File: config.mk
export PLATFORM = sky130hd
export DESIGN_NAME = alu_status_reg
export DESIGN_NICKNAME = d
export VERILOG_FILES = /design/src/rtl/status_pkg.sv /design/src/rtl/flag_capture.sv /design/src/rtl/alu_status_reg.sv
export SDC_FILE = /design/constraint.sdc
export NUM_CORES = 1
export LEC_CHECK = 0
export CAP_MARGIN = 25
export CORE_MARGIN = 2
export CORE_UTILIZATION = 55
export CTS_BUF_LIST = sky130_fd_sc_hd__clkbuf_8
export DETAILED_ROUTE_END_ITERATION = 8
export DONT_BUFFER_PORTS = 1
export PLACE_DENSITY = 0.7
export SLEW_MARGIN = 20
export SYNTH_ARGS = -nofsm -noshare
export SYNTH_HDL_FRONTEND = slang
export SYNTH_SLANG_ARGS = --single-unit
File: constraint.sdc
create_clock -name clk -period 1.1 [get_ports clk]
set_input_delay 0.22 -clock clk [delete_from_list [all_inputs] [get_ports clk]]
set_output_delay 0.22 -clock clk [all_outputs]
set_load 0.01 [all_outputs]
File: src/rtl/status_pkg.sv
// Shared flag indices, reset image and pending-update record for the ALU status stage.
// The update record carries a mask and value for each of N, V, Z and C.
package status_pkg;

  localparam int FLAG_C = 0;
  localparam int FLAG_Z = 1;
  localparam int FLAG_I = 2;
  localparam int FLAG_D = 3;
  localparam int FLAG_B = 4;
  localparam int FLAG_U = 5;
  localparam int FLAG_V = 6;
  localparam int FLAG_N = 7;

  localparam logic [7:0] RESET_P_DEFAULT = 8'h24;

  // Slot positions inside flag_upd_t.mask / flag_upd_t.val.
  localparam int UPD_C = 0;
  localparam int UPD_Z = 1;
  localparam int UPD_V = 2;
  localparam int UPD_N = 3;

  typedef struct packed {
    logic [3:0] mask;
    logic [3:0] val;
  } flag_upd_t;

  // Merge the masked N/V/Z/C values of an update into a status image.
  function automatic logic [7:0] apply_upd(input logic [7:0] p, input flag_upd_t u);
    logic [7:0] r;
    r = p;
    if (u.mask[UPD_C]) r[FLAG_C] = u.val[UPD_C];
    if (u.mask[UPD_Z]) r[FLAG_Z] = u.val[UPD_Z];
    if (u.mask[UPD_V]) r[FLAG_V] = u.val[UPD_V];
    if (u.mask[UPD_N]) r[FLAG_N] = u.val[UPD_N];
    return r;
  endfunction

endpackage

File: src/rtl/flag_capture.sv
// Combinational N/V/Z/C generation and update mask for the pending flag buffer.
// In BIT mode N and V come from the data bus; Z always comes from the ALU result.
module flag_capture
  import status_pkg::*;
(
  input  logic [7:0] alu_out,
  input  logic       carry_out,
  input  logic       overflow,
  input  logic       db_n,
  input  logic       db_v,
  input  logic       load_add,
  input  logic       upd_c,
  input  logic       upd_v,
  input  logic       upd_nz,
  input  logic       bit_mode,
  output logic       capture,
  output flag_upd_t  upd
);

  // NOTE: every output of a combinational block gets a default first, so no path leaves it unassigned and no latch is inferred.
  always_comb begin
    upd = '0;
    upd.mask[UPD_C] = upd_c;
    upd.mask[UPD_V] = upd_v;
    upd.mask[UPD_Z] = upd_nz;
    upd.mask[UPD_N] = upd_nz;
    upd.val[UPD_C]  = carry_out;
    upd.val[UPD_V]  = bit_mode ? db_v : overflow;
    upd.val[UPD_Z]  = (alu_out == 8'h00);
    upd.val[UPD_N]  = bit_mode ? db_n : alu_out[7];
  end

  assign capture = load_add & (upd_c | upd_v | upd_nz);

endmodule

File: src/rtl/alu_status_reg.sv
// ALU result hold register plus processor status register P with a one-entry pending flag buffer.
// Build option STATUS_BCD_EN: when defined, enable_dec_o follows D; otherwise it is tied 0.
module alu_status_reg
  import status_pkg::*;
#(
  parameter logic [7:0] RESET_P = RESET_P_DEFAULT
) (
  input  logic       clk,
  input  logic       nrst,
  input  logic [7:0] alu_out,
  input  logic       carry_out,
  input  logic       overflow,
  input  logic [7:0] db_in,
  input  logic       load_add,
  input  logic       upd_c,
  input  logic       upd_v,
  input  logic       upd_nz,
  input  logic       bit_mode,
  input  logic       load_p_db,
  input  logic       set_c,
  input  logic       clr_c,
  input  logic       set_i,
  input  logic       clr_i,
  input  logic       set_d,
  input  logic       clr_d,
  input  logic       clr_v,
  input  logic       brk_push,
  output logic [7:0] add_reg,
  output logic [7:0] p_flags,
  output logic [7:0] p_push,
  output logic       carry_in_o,
  output logic       enable_dec_o,
  output logic       pending
);

  // Bit5 is held at 1 and B at 0 in every stored image, including reset.
  localparam logic [7:0] P_RESET_IMG = (RESET_P | (8'h1 << FLAG_U)) & ~(8'h1 << FLAG_B);

  logic [7:0] add_q;
  logic [7:0] p_q;
  logic [7:0] p_d;
  logic       pend_valid_q;
  flag_upd_t  pend_q;
  logic       capture;
  flag_upd_t  upd_new;

  flag_capture u_flag_capture (
    .alu_out   (alu_out),
    .carry_out (carry_out),
    .overflow  (overflow),
    .db_n      (db_in[FLAG_N]),
    .db_v      (db_in[FLAG_V]),
    .load_add  (load_add),
    .upd_c     (upd_c),
    .upd_v     (upd_v),
    .upd_nz    (upd_nz),
    .bit_mode  (bit_mode),
    .capture   (capture),
    .upd       (upd_new)
  );

  // Later assignments win: pending commit, then direct ops (clear after set), then bus load.
  always_comb begin
    p_d = p_q;
    if (pend_valid_q) p_d = apply_upd(p_q, pend_q);
    if (set_c) p_d[FLAG_C] = 1'b1;
    if (clr_c) p_d[FLAG_C] = 1'b0;
    if (set_i) p_d[FLAG_I] = 1'b1;
    if (clr_i) p_d[FLAG_I] = 1'b0;
    if (set_d) p_d[FLAG_D] = 1'b1;
    if (clr_d) p_d[FLAG_D] = 1'b0;
    if (clr_v) p_d[FLAG_V] = 1'b0;
    if (load_p_db) p_d = db_in;
    p_d[FLAG_U] = 1'b1;
    p_d[FLAG_B] = 1'b0;
  end

  // NOTE: sequential state uses non-blocking assignments so every register samples pre-edge values.
  // NOTE: the pending buffer contents are reset along with its valid bit so no stale update survives reset.
  always_ff @(posedge clk or negedge nrst) begin
    if (!nrst) begin
      add_q        <= 8'h00;
      p_q          <= P_RESET_IMG;
      pend_valid_q <= 1'b0;
      pend_q       <= '0;
    end else begin
      if (load_add) add_q <= alu_out;
      p_q          <= p_d;
      pend_valid_q <= capture;
      pend_q       <= capture ? upd_new : '0;
    end
  end

  assign add_reg    = add_q;
  assign p_flags    = p_q;
  assign p_push     = p_q | ({7'b0, brk_push} << FLAG_B);
  assign carry_in_o = p_q[FLAG_C];
  assign pending    = pend_valid_q;

`ifdef STATUS_BCD_EN
  assign enable_dec_o = p_q[FLAG_D];
`else
  assign enable_dec_o = 1'b0;
`endif

endmodule

# After elaboration in Yosys (flattened, before gate mapping)
# Cells that the tools add are included.
# totals
reg_bits,23
inputBits,34
out_inout_bits,27
word_cells,44
# op_classes
muxes,16
n_bitwise,4
n_reduce_logical,14
# ops
op,count
$mux W8,3
$mux W1,13
$reduce_bool A3 Y1,4
$logic_not A8 Y1,1
$or A8 B5 Y8,1
$reduce_and A2 Y1,4
$reduce_bool A4 Y1,2
$reduce_bool A2 Y1,3
$or A1 B1 Y1,2
$and A1 B1 Y1,1

# Depth between registers and ports, before layout
# logic_depth
depth_word,5
ltp_mapped,3

# Hierarchy
# Synthesis repeated with hierarchy kept, for this count alone.
# unflattened
hier_cells,88
area_unflattened_um2,1039.7
# by_module_without_submodules
module,instances,cells_each,area_per_inst_um2
alu_status_reg,1,77,952.2
flag_capture,1,11,87.6

# Worst setup path before layout
# OpenSTA, ideal clock, no wires.
# synth_timing
path_type,register to register
from,reg p_flags[0] (netlist name)
to,reg p_q[0] (netlist: p_flags[0])
t_arrival_ns,0.860
required_ns,0.974
slack_ns,0.115
stages_incl_launch_ff,4
path_buffers,0
period_less_slack_ns,0.985
cell_sequence,dfrtp_1 a21boi_0 a311oi_1 o31ai_1
# synth_lines
element,line_no,text
to (signal assigned),alu_status_reg.sv:88,p_q <= p_d;
to (decl),alu_status_reg.sv:40,logic [7:0] p_q;

# Worst setup path after layout
# layout_timing
from,reg p_q[2] (netlist: p_flags[2])
to,out p_flags[2]
# layout_lines
element,line_no,text
to (decl),alu_status_reg.sv:29,"output logic [7:0] p_flags,"
# No word-level cell between the ends.

==> summary.md <==
| Metric | Value |
|---|---|
| Fmax | `a little over 900 MHz` |
| RSZ-0062 raised after global routing | `yes` |
| Residual DRC count | `0` |
| Placer Congestion | `between 0.6 and 0.7` |
| Arrival time worst endpoint | `about 0.85 ns` |
| Final ANT Viol Nets | `0` |
| # rows | `15` |
| Initial DRT Pass Iterations | `2` |
| Synth top area share | `a little over half` |
| Wire per inst | `~17 um` |
| Crit-path max FO | `3` |
| Final-report hold violation count | `0` |
| Critical path class | `register to primary output` |
| Setup TNS | `0 ns` |
| Final worst path period need | `roughly 1.1 ns` |
| Setup violations, final | `0` |
| Antenna diode count | `0` |
| Sequential share of the synthesized area | `a little under three fifths` |
| Clock transition at path regs | `roughly 0.07 ns` |
| Max VDD drop | `1.01 mV` |
| CTS tree | `built` |
| Crit start category | `register` |
| Vias in the first global route | `approximately 500` |
| CTS Buf Count | `3` |
| Core Region | `roughly 1700 um^2` |
| Die Width | `about 46 um` |
| Total GRT Usage | `between 15 and 20%` |
| P&R area growth vs syn | `2.05%` |
| Post-synthesis cell area | `977 um^2` |
| Number of port buffers | `0` |
| Ys Warns | `0` |
| Synth area leader | `dfrtp_1` |
| Part of the cycle the worst path needs | `roughly 100%` |
| Ports | `61` |
| Global route total overflow | `0` |
| Vias per std cell | `~5.6` |
| CP Data Required Time | `0.88 ns` |
| Vias | `between 500 and 600` |
| Mean Syn Cell Area | `12.2 um^2` |
| Max reg flops | `8` |
| Post-CTS setup buffer count | `0` |
| WL final | `between 1.5 and 2 mm` |
| Die area | `between 2000 and 2500 um^2` |
| Outcome | `finished, final reports clean` |
| Hold WC Path Type | `input pin to register` |
| Nets | `112` |
| Synth area leaders | `dfrtp_1 (54%), buf_4 (9.2%), mux2_2 (9.2%)` |
| H-tree Lvls | `1` |
| Critical path capture point type | `primary output` |
| Final Skew | `roughly 0.00086 ns` |
| First-pass GRT wire length | `between 2 and 2.5 mm` |
| Max clock buf depth | `2` |
| Max-cap violations | `0` |
| DP Wirelength | `between 1 and 1.5 mm` |
| Layout cell share with drive strength beyond 1 | `between 20% and 30%` |
| Initial core utilization | `roughly 58%` |
| Fill cells | `147` |
| Synth Instances | `80` |
| Root buf cell | `clkbuf_8` |
| Post-Route Utilization | `between 50% and 60%` |
| Pins over their slew limit | `0` |
| Largest net degree at the start of global routing | `23` |
| Tot Pwr | `about 1600 uW` |
| Final Non-Filler Cells | `94` |
| Yosys reg bits | `22` |
| Pwr dens | `about 1600 nW/um^2` |
| Skew-Pair Late Insertion Delay | `approximately 0.25 ns` |
| Initial drt markers | `2` |
| Clk sinks | `22` |
| Initial antenna violation count | `0` |
| Die span in y | `about 46 um` |
| Yosys cell types | `20` |
| Number of instances in the placed design | `a little under 90` |
| Leak Pwr | `approximately 0.00047 uW` |
==> placed cells by master, fill, tap and decap left out <==
cell type / n
o31ai_4: 1
and3_1: 1
o21ai_0: 2
conb_1: 4
buf_4: 3
buf_12: 1
dfrtp_1: 21
and2_1: 3
a311oi_1: 1
a21boi_0: 1
dlygate4sd3_1: 1
inv_1: 1
o31ai_1: 4
nor2_1: 4
clkbuf_8: 3
nand2_1: 8
and2_2: 1
inv_2: 1
mux2i_1: 5
nor4_1: 2
dfstp_2: 1
mux2_2: 8
==> through the flow <==
step,worst slack (ns),hold slack (ns),cell area [um^2]
4_1_cts,0.0262,-0.355,967
5_1_grt,-0.00176,0.0236,997
3_3_place_gp,0.160,-0.0751,922
3_5_place_dp,0.133,-0.0751,922
6_report,0.0276,0.0254,997
2_1_floorplan,0.115,-0.0756,985
==> repair_timing <==
| item | 4_1_cts | 5_1_grt |
|---|---|---|
| setup endpoints to repair | 0 | 2 |
| resized for setup | 0 | 0 |
| hold endpoints to repair | 22 | 22 |
==> cells by family (layout without fill, tap and decap cells) <==
logic type / count (synthesis) / after routing / synth area share (%)
other: 2 / 4 / 0.769
muxes: 13 / 13 / 14.3
and+or+nand+nor: 19 / 19 / 9.22
buffers and inverters: 15 / 10 / 11.3
AOI/OAI and AO/OA: 9 / 9 / 7.94
DFF: 22 / 22 / 56.5
==> final cells by class <==
cell class	count	area, um^2	area share, %
clock inverter	1	3.75	0.376
timing repair buffer	5	52.6	5.27
clock buffer	3	41.3	4.14
sequential	22	552	55.3
tap	17	21.3	2.13
inverter	1	3.75	0.376
multi-input combinational	45	323	32.4
==> path summary, 6_finish.rpt <==
path | startpoint | end | slack (ns) | depth (start not counted)
worst max-delay path | p_flags[2] | p_flags[2] | 0.03 | 0
worst min-delay path | clr_i | p_flags[2] | 0.03 | 1
worst max register to register | pending | p_flags[0] | 0.14 | 3
worst min register to register | pend_q[3] | p_flags[7] | 0.53 | 2
max in group asynchronous | nrst | p_flags[2] | 0.51 | 2
min in group asynchronous | nrst | p_flags[3] | 0.38 | 2
==> Yosys cell counts <==
cell type / count
buf_4: 12
a311oi_1: 1
nand2_1: 8
nor4_1: 2
o21ai_0: 2
o31ai_1: 4
nor2_1: 4
and3_1: 1
mux2_2: 8
and2_2: 1
dfstp_2: 1
a21boi_0: 1
dfrtp_1: 21
inv_2: 1
conb_1: 2
buf_2: 1
buf_6: 1
mux2i_1: 5
and2_1: 3
o31ai_4: 1
==> power by group <==
part / leakage [uW] / internal, uW / switching [uW] / total (uW)
registers: 0.000269 / 874 / 68.9 / 943
clock network: 0.0000269 / 248 / 239 / 487
logic: 0.000176 / 77.5 / 66.1 / 144
==> per-layer routing <==
metal  vias up  track usage [%]  share of wire (%)
met2        30             24.7                 51
met3         2             4.71                 11
li1        248                -                  -
met1       247             17.2                 37
met4         0             10.9                1.2
met5         -                0                  0
(Power assumes the default switching activity.)
